===== config.mk =====
export PLATFORM = sky130hd
export DESIGN_NAME = panda_mem_arbiter
export DESIGN_NICKNAME = d
export VERILOG_FILES = /design/src/rtl/panda_pkg.sv /design/src/rtl/panda_mem_arbiter.sv
export SDC_FILE = /design/constraint.sdc
export NUM_CORES = 1
export LEC_CHECK = 0
export ABC_AREA = 1
export BUFFER_PORTS_ARGS = -buffer_cell sky130_fd_sc_hd__buf_2
export CAP_MARGIN = 10
export CORE_AREA = 2 2 109 111
export CTS_CLUSTER_SIZE = 30
export DETAILED_ROUTE_END_ITERATION = 8
export DIE_AREA = 0 0 111 113
export HOLD_SLACK_MARGIN = 0.08
export PLACE_DENSITY = 0.57
export SYNTH_ARGS = -nofsm -noshare
export SYNTH_HDL_FRONTEND = slang
export SYNTH_SLANG_ARGS = --single-unit

===== constraint.sdc =====
create_clock -name clk_i -period 3.6 [get_ports clk_i]
set_clock_uncertainty 0.15 [all_clocks]
set_input_delay 0.72 -clock clk_i [delete_from_list [all_inputs] [get_ports clk_i]]
set_output_delay 0.72 -clock clk_i [all_outputs]
set_load 0.03 [all_outputs]

===== src/rtl/panda_pkg.sv =====
// Shared types for the panda memory-port arbiter.
package panda_pkg;

  typedef enum logic [1:0] {
    ARB_IDLE,
    ARB_WAIT_GNT,
    ARB_WAIT_RSP
  } arb_state_e;

  typedef enum logic {
    OWNER_INSTR,
    OWNER_DATA
  } arb_owner_e;

  localparam logic [3:0] FETCH_BE = 4'b1111;

endpackage


===== src/rtl/panda_mem_arbiter.sv =====
// Shares one single-outstanding req/gnt/rvalid memory port between instruction fetch and LSU.
// Data has priority; a streak counter guarantees fetch a grant after DATA_BURST_MAX data grants.
module panda_mem_arbiter #(
  parameter int unsigned DATA_BURST_MAX = 4
) (
  input  logic        clk_i,
  input  logic        rst_i,
  input  logic        instr_req_i,
  input  logic [31:0] instr_addr_i,
  input  logic        instr_kill_i,
  output logic        instr_gnt_o,
  output logic        instr_rvalid_o,
  output logic [31:0] instr_rdata_o,
  input  logic        data_req_i,
  input  logic        data_we_i,
  input  logic [3:0]  data_be_i,
  input  logic [31:0] data_addr_i,
  input  logic [31:0] data_wdata_i,
  output logic        data_gnt_o,
  output logic        data_rvalid_o,
  output logic [31:0] data_rdata_o,
  output logic        mem_req_o,
  output logic        mem_we_o,
  output logic [3:0]  mem_be_o,
  output logic [31:0] mem_addr_o,
  output logic [31:0] mem_wdata_o,
  input  logic        mem_gnt_i,
  input  logic        mem_rvalid_i,
  input  logic [31:0] mem_rdata_i
);

  import panda_pkg::*;

  localparam int unsigned StreakW = $clog2(DATA_BURST_MAX + 1);
  localparam logic [StreakW-1:0] StreakMax = StreakW'(DATA_BURST_MAX);

  arb_state_e           state_q, state_d;
  arb_owner_e           owner_q, owner_d;
  logic [StreakW-1:0]   streak_q, streak_d;
  logic                 kill_pend_q, kill_pend_d;

  arb_owner_e idle_owner, cur_owner;
  logic       any_req, issue, granted, rsp;

  always_comb begin
    any_req    = instr_req_i | data_req_i;
    // Data wins unless fetch has waited through a full burst of data grants.
    idle_owner = (data_req_i && !(instr_req_i && (streak_q == StreakMax))) ? OWNER_DATA
                                                                           : OWNER_INSTR;
    cur_owner  = (state_q == ARB_IDLE) ? idle_owner : owner_q;
    issue      = !rst_i && (((state_q == ARB_IDLE) && any_req) || (state_q == ARB_WAIT_GNT));
    granted    = issue && mem_gnt_i;
    rsp        = !rst_i && (state_q == ARB_WAIT_RSP) && mem_rvalid_i;
  end

  always_comb begin
    mem_req_o   = issue;
    mem_we_o    = 1'b0;
    mem_be_o    = 4'b0000;
    mem_addr_o  = 32'h0;
    mem_wdata_o = 32'h0;
    if (issue) begin
      if (cur_owner == OWNER_DATA) begin
        mem_we_o    = data_we_i;
        mem_be_o    = data_be_i;
        mem_addr_o  = data_addr_i;
        mem_wdata_o = data_wdata_i;
      end else begin
        mem_be_o    = FETCH_BE;
        mem_addr_o  = instr_addr_i;
      end
    end

    instr_gnt_o    = granted && (cur_owner == OWNER_INSTR);
    data_gnt_o     = granted && (cur_owner == OWNER_DATA);
    data_rvalid_o  = rsp && (owner_q == OWNER_DATA);
    instr_rvalid_o = rsp && (owner_q == OWNER_INSTR) && !kill_pend_q && !instr_kill_i;
    instr_rdata_o  = instr_rvalid_o ? mem_rdata_i : 32'h0;
    data_rdata_o   = data_rvalid_o ? mem_rdata_i : 32'h0;
  end

  always_comb begin
    state_d     = state_q;
    owner_d     = owner_q;
    streak_d    = streak_q;
    kill_pend_d = kill_pend_q;

    unique case (state_q)
      ARB_IDLE: begin
        if (any_req) begin
          owner_d = idle_owner;
          state_d = mem_gnt_i ? ARB_WAIT_RSP : ARB_WAIT_GNT;
        end
      end
      ARB_WAIT_GNT: if (mem_gnt_i) state_d = ARB_WAIT_RSP;
      ARB_WAIT_RSP: if (mem_rvalid_i) state_d = ARB_IDLE;
      default:      state_d = ARB_IDLE;
    endcase

    // A flush only taints a fetch that is already locked onto the bus.
    if ((state_q != ARB_IDLE) && (owner_q == OWNER_INSTR) && instr_kill_i) begin
      kill_pend_d = 1'b1;
    end
    if (state_d == ARB_IDLE) kill_pend_d = 1'b0;

    if (granted) begin
      if ((cur_owner == OWNER_DATA) && instr_req_i) begin
        streak_d = (streak_q == StreakMax) ? streak_q : streak_q + 1'b1;
      end else begin
        streak_d = '0;
      end
    end
  end

  always_ff @(posedge clk_i) begin
    if (rst_i) begin
      state_q     <= ARB_IDLE;
      owner_q     <= OWNER_DATA;
      streak_q    <= '0;
      kill_pend_q <= 1'b0;
    end else begin
      state_q     <= state_d;
      owner_q     <= owner_d;
      streak_q    <= streak_d;
      kill_pend_q <= kill_pend_d;
    end
  end

endmodule


== After elaboration in Yosys (flattened, before gate mapping) ==
Index checks and enable logic that the tools add are counted.
Operators by class
  eq/ne operators: 4
  add/subtract/negate cells: 1
  reductions and logical operators: 27
  bitwise logic cells: 3
  mux-type cells: 19
Operator list (number)
  32-bit 2-to-1 mux: 6
  1-bit logical AND: 16
  2-bit 2-to-1 mux: 4
  4-bit 2-to-1 mux: 2
  3-bit 2-to-1 mux: 2
  2-bit one-hot mux with 3 select lines: 1
  1-bit logical NOT: 4
  2-bit logical NOT: 2
  1-bit 2-to-1 mux: 4
  2-bit AND reduction: 2
  3-bit by 1-bit adder with 3-bit output (second input constant): 1
  3-bit == test (second input constant): 1
  2-bit by 1-bit == test with 1-bit output (second input constant): 1
  2-bit == test (second input constant): 1
  2-bit != test (second input constant): 1
  1-bit inverter: 2
  2-bit nonzero test: 1
  2-bit OR reduction: 1
  1-bit logical OR: 1
  1-bit OR: 1
Word-level totals
  input port bits: 140
  output and inout bits: 138
  register bits after elaboration: 7
  word-level logic and storage cells: 58

== Depth between registers and ports, before layout ==
Gate-level depths: netlist of run 1.
  word-level depth: 9
  mapped depth: 10
  depth with buffers taken out: 9

== Worst setup path before layout of run 1 ==
No wires, ideal clock.
  kind: input to output
  start: input port rst_i
  end: output port data_rdata_o[10]
  path slack: 0.567 ns
  data required time: 2.730 ns
  data arrival time: 2.163 ns
  stages: 6
  cells stage by stage: clkinv_1 > nand4_1 > nor2_1 > inv_1 > buf_2 > nor2_1
On the way
  word-level cells in the longest chain between the ends: 5
Ends and longest elaborated chain
  start: declaration: line panda_mem_arbiter.sv:7  | input logic rst_i,
  1-bit logical NOT: line panda_mem_arbiter.sv:53  | rsp = !rst_i && (state_q == ARB_WAIT_RSP) && mem_rvalid_i;
  1-bit logical AND (2 in a row): line panda_mem_arbiter.sv:53
  1-bit logical AND: line panda_mem_arbiter.sv:76  | data_rvalid_o = rsp && (owner_q == OWNER_DATA);
  via data_rvalid_o: line panda_mem_arbiter.sv:20  | output logic data_rvalid_o,
  32-bit 2-to-1 mux: line panda_mem_arbiter.sv:79  | data_rdata_o = data_rvalid_o ? mem_rdata_i : 32'h0;
  end: declaration: line panda_mem_arbiter.sv:21  | output logic [31:0] data_rdata_o,
The timed path passes the listed nets, and every way through them passes these cells.

== Final worst setup path of run 1 ==
  start: input port instr_req_i
  end: output port mem_addr_o[27]
On the way
  word-level cells in the longest chain between the ends: 7
Ends and longest elaborated chain
  start: declaration: line panda_mem_arbiter.sv:8  | input logic instr_req_i,
  1-bit logical AND: line panda_mem_arbiter.sv:48  | idle_owner = (data_req_i && !(instr_req_i && (streak_q == StreakMax))) ? OWNER_DATA
  1-bit logical NOT: line panda_mem_arbiter.sv:48
  1-bit logical AND: line panda_mem_arbiter.sv:48
  1-bit 2-to-1 mux: line panda_mem_arbiter.sv:48
  1-bit 2-to-1 mux: line panda_mem_arbiter.sv:50  | cur_owner = (state_q == ARB_IDLE) ? idle_owner : owner_q;
  32-bit 2-to-1 mux: line panda_mem_arbiter.sv:63  | if (cur_owner == OWNER_DATA) begin
  32-bit 2-to-1 mux *: line panda_mem_arbiter.sv:62  | if (issue) begin
  end: declaration: line panda_mem_arbiter.sv:25  | output logic [31:0] mem_addr_o,
Mark *: on every way between the ends. The rest lies on a longest branch, timed or not.

==> qor.txt, run 1 <==
Fin crit share -> 82.8%
CTS H-tree lvls -> 1
Dpl ws -> 0.577 ns
Commonest non-fill, non-tap cell in the layout -> buf_2
CTS tree -> yes
Synthesis-stage register bit count -> 7
Detail Route Antenna Nets -> 0
Clk sinks -> 7
Dominant cell type by area after synthesis -> nor2_1
DR WL/cell -> 11.6 um
Setup TNS -> 0 ns
Hold buffers post-CTS -> 0
Finished Layout Cells -> 766
Post-route DRC -> 0
Syn nets -> 502
Clock root buffer -> clkbuf_16
Resized Gates After CTS -> 0
Crit Path Category -> in2out
Static leakage -> 2.27 nW
Synth top area share -> 25.2%
# port buffers -> 277
Skew-Pair Late Insertion Delay -> 0.23 ns
Total number of vias -> 3051
Most frequent cells in the layout -> buf_2 (277), nor2_1 (114), nand2_1 (98)
Unrepaired setup endpoints after global routing -> false
Number of antenna violations at the first check in global routing -> 0
Initial Util -> 15.1%
Syn Inst Count -> 360
Max IR drop VDD -> 161 uV
Dpl cells -> 762
I/O pin count -> 278
Placed cell area -> 3190 um^2
Total global-route track usage -> 12.7%
Die height -> 113 um
Power Density -> 240 nW/um^2
CP arrival -> 2.11 ns
Synthesized cell area -> 1700 um^2
# diodes -> 0
Post-layout min period -> 2.98 ns
Nature of the critical path endpoint -> output pin
Required @ worst endpoint -> 2.73 ns
Total gr overflow -> 0
DIE WIDTH -> 111 um
Worst setup SP type -> input pin
Pins Over Slew Limit -> 0
Actual slew at the worst max-slew pin -> 0.475 ns
Die area -> 12500 um^2
Crit-path max FO -> 37
Outcome -> completed
Drt pass-1 iters -> 4
Number of CTS-inserted buffers -> 3
NumNets Final -> 766
CTS clock-pin slew for the worst setup and hold paths -> 0.04 ns
Detailed Route WL -> 8920 um
Max cap viols -> 0
Max Root-Sink Buffers -> 2
Hold violation count in the final report -> 0
Post-synthesis sequential area ratio -> 8.24%
HPWL Detailed -> 7630 um
Largest net degree at the start of global routing -> 47
Initial drt markers -> 136
Syn Area/Cell -> 4.72 um^2
Number of vias per cell -> 3.98
Global placement routability congestion -> 0.775
Layout cells sized above 1 -> 50.2%
Dominant cells by area after synthesis -> nor2_1 (25%), nand2_1 (22%), inv_1 (10%), dfxtp_1 (8.2%), a21oi_1 (7.1%)
Post-CTS setup repair buffer count -> 0
FP Rows -> 39
Area Growth Syn to Fin -> 92.5%
Post-route cell area -> 3270 um^2
Fin worst setup slack -> 0.619 ns
Worst Hold Class -> reg2reg
Finished Core Util -> 29.0%
Post-synth cell types -> 25
Setup-failing EPs final -> 0
Highest clock rate -> 335 MHz
Vias in the first global route -> 2714
CORE AREA -> 11300 um^2
Slew Limit Headroom -> 68.3%
Yosys warns -> 0
First-pass GRT wire length -> 13300 um
==> cells in the mapped netlist, drive strengths merged <==
library cell,n
nand4,3
a21oi,34
a31oi,1
o21ai,1
ha,2
dfxtp,7
xor2,1
buf,23
nand2,110
nand3,8
clkinv,1
nor2,115
inv,49
nor3,1
o21bai,3
clkbuf,1
==> worst paths after layout <==
kind | start | to | slack [ns] | depth (start not counted)
hold / removal | kill_pend_q | kill_pend_q | 0.35 | 2
setup reg to reg | streak_q[0] | streak_q[1] | 1.96 | 9
setup / recovery | instr_req_i | mem_addr_o[27] | 0.62 | 9
hold reg to reg | kill_pend_q | kill_pend_q | 0.35 | 2
==> cell families (layout without fill, tap and decap cells) <==
logic type                 Yosys count  count (layout)  share of synthesized area [%]
AOI/OAI and AO/OA                   39              39                           14.2
xor gates and xnor gates             1               1                          0.515
adders and majority gates            2               2                           1.47
buffers and inverters               74             337                           19.6
DFF                                  7               7                           8.24
and+or+nand+nor                    237             237                           55.9
==> stage by stage <==
stage	power, mW	hold slack, ns
3_5_place_dp	0.607	0.344
5_1_grt	0.845	0.364
3_3_place_gp	0.608	0.337
2_1_floorplan	0.431	0.316
6_report	0.786	0.353
4_1_cts	0.798	0.354
==> power breakdown <==
part           total, mW  internal (mW)  switching (mW)
sequential        0.0889         0.0833         0.00555
clock              0.187          0.147          0.0398
combinational      0.510          0.168           0.342
==> layer usage <==
metal  routed length, um  global-route usage (%)
met1                3650                    15.7
met2                4370                    23.6
met3                 882                    2.62
met4                  22                    1.00
met5                   0                       0
==> cell type report <==
cell class | instances | area [um^2]
clock buffer | 4 | 78.8
fill | 1317 | 8000
inverter | 50 | 188
multi-input combinational | 279 | 1230
sequential | 7 | 140
tap | 143 | 179
timing repair buffer | 283 | 1460
==> state kept, by name, summed over array words and instances, names as in the netlist <==
name,flops
state_q,2
owner_q,1
streak_q,3
kill_pend_q,1
==> critical path, stage by stage <==
cell	delay, ns
buf_2	0.12
nand3_1	0.11
nand3_2	0.09
nand2_4	0.22
inv_2	0.16
buf_12	0.22
nand2_1	0.07
a21oi_1	0.15
buf_2	0.22
(Power assumes the default switching activity.)
==> inputs of run 2 (changes only) <==
Settings changed: ABC_AREA 1 to 0, CORE_AREA 2 2 109 111 to 2 2 108 110, DIE_AREA 0 0 111 113 to 0 0 110 112, PLACE_DENSITY 0.57 to 0.59.
Clock period 3.6 ns to 2.56 ns, I/O delays scaled along.
==> run 2 against run 1 <==
  * Synthesized area fell by 2.8%
  * Largest power group unchanged
  * Synthesized cell count shrank 34%
  * Die area shrank 1.8%
  * Power rose by 40%
  * Sequential share of layout area decreased by 0.20 points
  * Wire length is 15% lower
  * Register-to-register slack got worse by 1.2 ns
  * Count of clock-buffer cells in the layout is the same
  * Worst hold slack better by 0.021 ns
  * Sequential cell count did not move
  * Clock power grew 48%
  * Worst setup slack lost 0.61 ns
==> qor.txt, run 2 <==
Ys async rst share -> 0%
Detailed Route WL -> 7570 um
Synthesis-stage register bit count -> 7
CORE AREA -> 11200 um^2
Largest registers -> streak_q: 3 flops, state_q: 2 flops
Pwr Total -> 1.10 mW
Nature of the critical path endpoint -> output pin
Max reg flops -> 3
Power Density -> 315 nW/um^2
Total gr overflow -> 0
First-pass GRT wire length -> 10300 um
Post-synth cell types -> 30
FF-to-FF setup slack -> 0.76 ns
Crit Path Category -> reg2out
DR WL/cell -> 11.4 um
Dpl ws -> 0.0803 ns
Syn Inst Count -> 238
Dominant cell type by area after synthesis -> and2_1
Clk sinks -> 7
Detail Route Antenna Nets -> 0
Hold Crit Start -> mem_gnt_i
Outcome -> completed
Fin crit share -> 99.6%
Clock root buffer -> clkbuf_16
Most frequent cells in the layout -> buf_2 (263), and2_1 (66), nor2_1 (46)
Worst Hold Class -> in2reg
Fin worst setup slack -> 0.0112 ns
Dominant cells by area after synthesis -> and2_1 (25%), mux2i_1 (19%), and3_1 (13%), nor2_1 (10%), dfxtp_1 (8.5%)
FP Rows -> 39
Most used routing layer -> met2
Initial drt markers -> 55
CTS H-tree lvls -> 1
Yosys warns -> 0
Skew-Pair Late Insertion Delay -> 0.24 ns
Finished Core Util -> 31.2%
Reg with most FFs -> streak_q
# port buffers -> 277
Worst r2r dst -> streak_q[0]
Reg-to-Reg Start -> state_q[0]
CP arrival -> 1.89 ns
Synth top area share -> 25.0%
Number of vias per cell -> 3.98
Actual slew at the worst max-slew pin -> 0.293 ns
Largest net degree at the start of global routing -> 36
CTS clock-pin slew for the worst setup and hold paths -> 0.04 ns
Total global-route track usage -> 10.2%
Synth top cells by count -> and2_1 (66), nor2_1 (46), and3_1 (34)
Worst setup SP type -> register
WHS Path Cells -> 2
NumNets Final -> 662
Number of CTS-inserted buffers -> 3
Count leader, synth -> and2_1
# diodes -> 0
Slew Limit Headroom -> 80.3%
Area Growth Syn to Fin -> 111%
I/O pin count -> 278
Fillers -> 1278
HPWL Detailed -> 6210 um
EDFF count, synth -> 0
Max Root-Sink Buffers -> 2
Number of antenna violations at the first check in global routing -> 0
Met3 Use GR -> 1.11%
Total number of vias -> 2633
CTS tree -> yes
Hold violation count in the final report -> 0
Worst hold slack -> 0.374 ns
Initial Util -> 14.8%
Vias in the first global route -> 2234
Register area -> 143 um^2
Pins Over Slew Limit -> 0
Unrepaired setup endpoints after global routing -> true
Die area -> 12300 um^2
Required @ worst endpoint -> 1.90 ns
DIE WIDTH -> 110 um
Setup TNS -> 0 ns
Static leakage -> 2.29 nW
Global placement routability congestion -> 0.802
Post-layout min period -> 2.55 ns
Hold Path Sink -> state_q[0]
Post-synthesis sequential area ratio -> 8.48%
Drt pass-1 iters -> 4
Max cap viols -> 0
Highest clock rate -> 392 MHz
Area of the multi-input gates -> 1410 um^2
GR Util met1 -> 11.7%
Layout cells sized above 1 -> 60.7%
Setup-failing EPs final -> 0
Commonest non-fill, non-tap cell in the layout -> buf_2
Cell count of the worst reg-to-reg path -> 5
Syn nets -> 380
GRT met2 Usage -> 19.4%
Synthesized cell area -> 1650 um^2
Primary FF master, synth -> dfxtp_1
Crit-path max FO -> 8
Post-route DRC -> 0
Max IR drop VDD -> 239 uV
Syn Area/Cell -> 6.94 um^2
Die height -> 112 um
## run 2: metal layers
metal  share of wire (%)  wire length, um  vias to the layer above
met5                   0                0                        -
met4                0.73               55                        0
met3                 8.7              658                        6
met2                  52             3930                      144
met1                  39             2920                     1128
li1                    -                -                     1355
## run 2: metrics by stage
stage / std cells / cell area (um^2)
after floorplan: 238 / 1650
after global placement: 649 / 3250
after CTS: 653 / 3340
final: 662 / 3490
after detailed placement: 649 / 3250
after global routing: 662 / 3490
## run 2: worst max-delay path by stage
stage,from,to,slack [ns]
finish,streak_q[0],mem_addr_o[19],0.01
floorplan,rst_i,instr_rdata_o[22],0.16
global placement,instr_req_i,mem_addr_o[17],0.09
global route,streak_q[0],mem_addr_o[19],-0.06
CTS,streak_q[0],mem_wdata_o[23],0.03
detailed placement,instr_req_i,mem_wdata_o[28],0.08
## run 2: logic make-up after synthesis
kind of cell / synth area share, %
adders and majority gates: 1.51
DFF: 8.48
muxes: 20.1
buffers and inverters: 7.72
AOI/OAI and AO/OA: 5.22
and+or+nand+nor: 57.0
## run 2: what timing repair did
action | in CTS | in global routing
hold endpoints to repair | 0 | 0
endpoints found under the setup margin | 56 | 56
pin swaps | 1 | 4
gates cloned | 0 | 2
buffers inserted | 0 | 7
hold buffers | 0 | 0
resized for setup | 5 | 30
## run 2: critical path, cell delays in order, from the launching register on
cell and delay, ns:
dfxtp_2 0.31, inv_2 0.07, ha_4 0.15, nand3_4 0.08, a31oi_4 0.30, buf_6 0.16
clkbuf_16 0.16, mux2i_1 0.19, nor2_1 0.07, buf_4 0.16
## run 2: cell type report
cell class	count	area share (%)
Multi-Input combinational cell	206	40.4
Timing Repair Buffer	298	47.7
Sequential cell	7	4.09
Tap cell	143	5.13
Inverter	4	0.430
Clock buffer	4	2.26
## run 2: power breakdown
group / total [mW] / internal (mW) / switching (mW)
sequential: 0.120 / 0.114 / 0.00608
combinational: 0.704 / 0.303 / 0.400
clock: 0.277 / 0.208 / 0.0689
